File: config.mk
export PLATFORM = sky130hd
export DESIGN_NAME = mem_port_arbiter
export DESIGN_NICKNAME = d
export VERILOG_FILES = /design/src/rtl/mem_port_arbiter.sv
export SDC_FILE = /design/constraint.sdc
export NUM_CORES = 1
export LEC_CHECK = 0
export CAP_MARGIN = 30
export CORE_AREA = 2 2 85 87
export DETAILED_ROUTE_END_ITERATION = 12
export DIE_AREA = 0 0 87 89
export PLACE_DENSITY = 0.69
export SETUP_SLACK_MARGIN = 0.3
export SYNTH_ARGS = -nofsm -noshare
export SYNTH_HDL_FRONTEND = slang
export SYNTH_SLANG_ARGS = --single-unit
File: constraint.sdc
create_clock -name clk -period 1.7 [get_ports clk]
set_input_delay 0.34 -clock clk [delete_from_list [all_inputs] [get_ports clk]]
set_output_delay 0.34 -clock clk [all_outputs]
set_load 0.05 [all_outputs]
File: src/rtl/mem_port_arbiter.sv
// rtl/mem_port_arbiter.sv - shares one single-ported sync RAM between fetch (I) and data (D) ports
// Data normally wins; a saturating starvation counter hands fetch the RAM after STARVE_LIMIT denials.
module mem_port_arbiter #(
  parameter int ADDR_W       = 14,
  parameter int STARVE_LIMIT = 4
) (
  input  logic              clk,
  input  logic              rst,
  input  logic              i_req,
  input  logic [ADDR_W-1:0] i_addr,
  output logic              i_gnt,
  output logic              i_rvalid,
  output logic [31:0]       i_rdata,
  input  logic              d_req,
  input  logic [3:0]        d_we,
  input  logic [ADDR_W-1:0] d_addr,
  input  logic [31:0]       d_wdata,
  output logic              d_gnt,
  output logic              d_rvalid,
  output logic [31:0]       d_rdata,
  output logic              mem_en,
  output logic [3:0]        mem_we,
  output logic [ADDR_W-1:0] mem_addr,
  output logic [31:0]       mem_wdata,
  input  logic [31:0]       mem_rdata,
  output logic              fetch_starved
);

  typedef enum logic [1:0] {
    OWN_NONE = 2'd0,
    OWN_IF   = 2'd1,
    OWN_DATA = 2'd2
  } owner_t;

  localparam logic [3:0] LIMIT = 4'(STARVE_LIMIT);

  owner_t     owner;
  logic [3:0] starve_cnt;

  // Grants are forced low during reset so nothing reaches the RAM.
  assign fetch_starved = ~rst & (starve_cnt >= LIMIT);
  assign d_gnt         = ~rst & d_req & ~(i_req & fetch_starved);
  assign i_gnt         = ~rst & i_req & ~d_gnt;

  assign mem_en    = i_gnt | d_gnt;
  assign mem_we    = d_gnt ? d_we : 4'b0000;
  assign mem_addr  = d_gnt ? d_addr : i_addr;
  assign mem_wdata = d_wdata;

  assign i_rdata  = mem_rdata;
  assign d_rdata  = mem_rdata;
  assign i_rvalid = (owner == OWN_IF) & ~rst;
  assign d_rvalid = (owner == OWN_DATA) & ~rst;

  always_ff @(posedge clk) begin
    if (rst) begin
      owner      <= OWN_NONE;
      starve_cnt <= 4'd0;
    end else begin
      if (d_gnt && d_we == 4'b0000)
        owner <= OWN_DATA;
      else if (i_gnt)
        owner <= OWN_IF;
      else
        owner <= OWN_NONE;

      // A dropped fetch request clears the counter rather than counting as starvation.
      if (i_req && !i_gnt)
        starve_cnt <= (starve_cnt >= LIMIT) ? LIMIT : starve_cnt + 4'd1;
      else
        starve_cnt <= 4'd0;
    end
  end

endmodule
== Yosys cells after proc, flatten, opt, wreduce, memory -nomap -nowiden ==
Cells that the tools add are included.
Widths: inputs -> output; s select.

* Add/sub/neg operators: 1
* $lt $le $gt $ge: 1
* Equal/unequal tests: 2
* Muxes and demuxes: 5
* Bitwise logic cells: 13
* Reduce and logical (&&, ||, !) cells: 7

{| class="wikitable"
|+ Operators with widths
! kind !! number
|-
| $mux 14 || 1
|-
| $and 1x1->1 || 8
|-
| $add 4x1->4 const B || 1
|-
| $ge 4x3->1 const B || 1
|-
| $logic_not 4->1 || 1
|-
| $mux 4 || 1
|-
| $not 1->1 || 4
|-
| $reduce_or 2->1 || 2
|-
| $mux 3 || 1
|-
| $reduce_or 3->1 || 1
|-
| $eq 2x1->1 const B || 1
|-
| $eq 2x2->1 const B || 1
|-
| $logic_and 1x1->1 || 2
|-
| $mux 2 || 1
|-
| $logic_not 1->1 || 1
|-
| $mux 1 || 1
|-
| $or 1x1->1 || 1
|}

* Bits in registers: 6
* Input port bits: 100
* Output and inout port bits: 120
* Word-level logic and storage cells: 33

== Longest topological paths before layout ==
* Depth after elaboration: 11
* Gate-level depth with buffers: 5
* Depth with buffers taken out: 4

== Least setup slack after synthesis ==
Ideal clock, no wire load.

* Path kind: reg2out
* Start point: register starve_cnt[2]
* End point: output i_gnt
* Data arrival time: 1.530 ns
* Data required time: 1.360 ns
* Slack: -0.170 ns
* Stages on the path, launching flop included: 6
* Path buffers: 1
* Cells stage by stage: dfxtp_1 > o21ai_2 > nand3b_4 > buf_6 > inv_2 > nor2_1

* Word-level cells in the longest chain between the ends: 7

{| class="wikitable"
|+ Ends and longest elaborated chain
! element !! line !! source
|-
| start, declared || 38 || <nowiki>logic [3:0] starve_cnt;</nowiki>
|-
| start signal, assigned || 69 || <nowiki>starve_cnt <= (starve_cnt >= LIMIT) ? LIMIT : starve_cnt + 4'd1;</nowiki>
|-
| $ge 4x3->1 || 41 || <nowiki>assign fetch_starved = ~rst & (starve_cnt >= LIMIT);</nowiki>
|-
| $and 1x1->1 || 41 ||
|-
| $and 1x1->1 || 42 || <nowiki>assign d_gnt = ~rst & d_req & ~(i_req & fetch_starved);</nowiki>
|-
| $not 1->1 || 42 ||
|-
| $and 1x1->1 || 42 ||
|-
| net d_gnt || 18 || <nowiki>output logic d_gnt,</nowiki>
|-
| $not 1->1 || 43 || <nowiki>assign i_gnt = ~rst & i_req & ~d_gnt;</nowiki>
|-
| $and 1x1->1 || 43 ||
|-
| end, declared || 11 || <nowiki>output logic i_gnt,</nowiki>
|}

The timed path passes the listed nets, and every way through them passes these cells.

== Worst setup path after layout ==
* Start point: register starve_cnt[2]
* End point: output mem_addr[4]

* Word-level cells in the longest chain between the ends: 6

{| class="wikitable"
|+ Ends and longest elaborated chain
! element !! line !! source
|-
| $ge 4x3->1 || 41 ||
|-
| $and 1x1->1 || 41 ||
|-
| $and 1x1->1 || 42 ||
|-
| $not 1->1 || 42 ||
|-
| $and 1x1->1 || 42 ||
|-
| $mux 14 || 47 || <nowiki>assign mem_addr = d_gnt ? d_addr : i_addr;</nowiki>
|-
| end, declared || 23 || <nowiki>output logic [ADDR_W-1:0] mem_addr,</nowiki>
|}

Every way passes these cells.

==> results_dict.tcl <==
set metrics [dict create \
    hpwlAfterDp_um 2091 \
    drt_iter0_markers 14 \
    synthCells 142 \
    io_pins 220 \
    ys.flop_type "dfxtp_1" \
    routedWlPerCell_um 13.40 \
    crit_family "buffers and inverters" \
    rows 30 \
    gp_congestion 0.7007 \
    critPathSlowestCell "dfxtp_2" \
    fp.dieH_um 89 \
    maxSlewViolCount 0 \
    arrival_ns 1.58 \
    core_um2 6719 \
    clockBufferDepth 2 \
    grtUsageMet2_pct 9.646 \
    crit_type "reg -> out" \
    setup_slack_ns -0.2241 \
    start_kind "flip-flop" \
    route.vias.total 740 \
    viasPerCell 3.627 \
    rsz0062_at_grt "true" \
    start_util_pct 17.62 \
    cts.sinks 6 \
    grtUsageMet1_pct 5.934 \
    cts_tree "yes" \
    final_cells 204 \
    synth.area.top_cells "buf_4 (61%), dfxtp_1 (10%), mux2_2 (7.6%), mux2_4 (7.6%), nor2_1 (2.5%)" \
    synthTopCellsByCount "buf_4 (96), mux2_2 (8), nor2_1 (8)" \
    drive_gt1_share_pct 58.87 \
    path_buf_inv 3 \
    drc 0 \
    overflow 0 \
    path_max_fanout 4 \
    insertion_delay_ns 0.23 \
    grt_max_degree 8 \
    yosysMostFrequentCell "buf_4" \
    synth-seq-cells 6 \
    cts_hold_buffers 0 \
    async_flop_share_pct 0 \
    n_fill_cell 720 \
    synth_top_area_share_pct 60.89 \
    critPathRequiredTime_ns 1.36 \
    fmax_ghz 0.5197 \
    dr.pass1.iters 3 \
    finalSetupViolCount 20 \
    syn-num-nets 243 \
    grt_pass1_vias 767 \
    clkTransAtPathRegs_ns 0.04 \
    power_density_nw_per_um2 516.3 \
    holdPathStages 1 \
    totalPowerFinal_mw 0.8683 \
    yosysUniqueCellTypes 18 \
    die-area_um2 7743 \
    grt_first_pass_wirelength_um 3870 \
    min_path_type "reg -> reg" \
    outcome "finished, violations left" \
    rr_worst_depth 9 \
    crit_cells 6 \
    grt_busiest_layer "met2" \
    synth_top_cell_by_area "buf_4" \
    antenna_found_initial 0 \
    yosysWarnings 0 \
    cts_buffers 3 \
    antenna_cells 0 \
    finalCritPeriodShare_pct 113.2 \
    crit_chain "o21ai_2 -> nand3b_4 -> buf_12 -> buf_16 -> mux2_4 -> buf_12" \
    root_buffer "clkbuf_8" \
    synth_area_um2 1184 \
    whs_ns 0.4246 \
    synthToLayoutAreaGrowth_pct 42.07 \
    cpPeakStageDelay_ns 0.31 \
    dp.cells 192 \
    skew_ns 0.003232 \
    synth-edff-count 0 \
    cp_common_cell "buf_12" \
    violations "setup timing" \
    synth_area_per_cell_um2 8.335 \
    drtAntennaViolNets 0 \
    cts-htree-levels 1 \
    end_kind "output port" \
    portBuffers 59 \
    nNetsFinal 227 \
    hold_viol 0 \
    ir_drop_mv 0.1652 \
    grt_usage_pct 6.709 \
    die_w_um 87 \
    drv_cap 0 \
    drt-total-wl_um 2734 \
    grtUsageMet3_pct 3.786 \
    synth_seq_area_share_pct 10.15 \
    period_needed_ns 1.924 \
    p_leak_nw 0.7400 \
]
stage by stage:
stage / setup slack, ns / util (%) / area [um^2] / setup TNS [ns]
2_1_floorplan: 0.1643 / - / 1224 / 0
3_3_place_gp: -0.3511 / 21.19 / 1424 / -6.453
3_5_place_dp: -0.3595 / 21.19 / 1424 / -6.560
4_1_cts: -0.2320 / 24.73 / 1662 / -4.291
5_1_grt: -0.2731 / 25.03 / 1682 / -5.067
6_report: -0.2241 / 25.03 / 1682 / -4.172
logic make-up (layout without fill, tap and decap cells):
logic type | count (synthesis) | count (layout) | share of synthesized area (%)
buffers and inverters | 99 | 81 | 62.47
and+or+nand+nor | 20 | 20 | 10.04
muxes | 14 | 14 | 15.22
DFF | 6 | 6 | 10.15
adders and majority gates | 1 | 1 | 1.057
other | 1 | 1 | 0.3168
AOI/OAI and AO/OA | 1 | 1 | 0.7401
layout by cell type (no fill, tap or decap), drive strengths merged:
cell type      count
and2               4
buf               42
clkbuf             3
clkdlybuf4s15      1
clkdlybuf4s50     32
conb               1
dfxtp              6
dlygate4sd2        1
ha                 1
inv                2
mux2              14
nand2b             1
nand3              1
nand3b             1
nor2               8
nor3               2
nor3b              2
o21ai              1
or4                1
sequential cells by signal (all words and copies together) (netlist names):
register    flops
owner           2
starve_cnt      4
path summary, 6_finish.rpt:
path | startpoint | to | slack (ns)
max | starve_cnt[2]$_SDFF_PP0_ | mem_addr[4] | -0.22
min | starve_cnt[0]$_SDFF_PP0_ | starve_cnt[0]$_SDFF_PP0_ | 0.42
max reg2reg | starve_cnt[2]$_SDFF_PP0_ | owner[0]$_SDFF_PP0_ | 0.31
min reg2reg | starve_cnt[0]$_SDFF_PP0_ | starve_cnt[0]$_SDFF_PP0_ | 0.42
cell type report:
cell class / instances / area (um^2) / share of cell area [%]
sequential: 6 / 121.4 / 7.217
timing repair buffer: 76 / 992.2 / 59.00
multi-input combinational: 37 / 406.6 / 24.18
clock buffer: 3 / 41.29 / 2.455
tap: 80 / 100.1 / 5.952
inverter: 2 / 20.02 / 1.190
routing by layer:
| layer | part of all wire [%] | vias to the layer above |
|---|---|---|
| li1 | - | 317 |
| met1 | 27 | 321 |
| met4 | 9.1 | 0 |
| met3 | 15 | 41 |
| met2 | 49 | 61 |
| met5 | 0 | - |
report_power, final:
group	switching [mW]	leakage, nW	internal, mW
sequential	0.00259	0.0495	0.145
clock	0.0654	0.0216	0.152
combinational	0.220	0.669	0.283
total	0.287	0.740	0.581
timing repair:
| item | in CTS | in global routing |
|---|---|---|
| gates resized for setup | 34 | 4 |
| gates cloned | 2 | 0 |
| pin swaps | 6 | 3 |
| endpoints found under the setup margin | 24 | 24 |
| buffers inserted | 5 | 2 |
No activity file was read; power rests on OpenSTA's default activity.
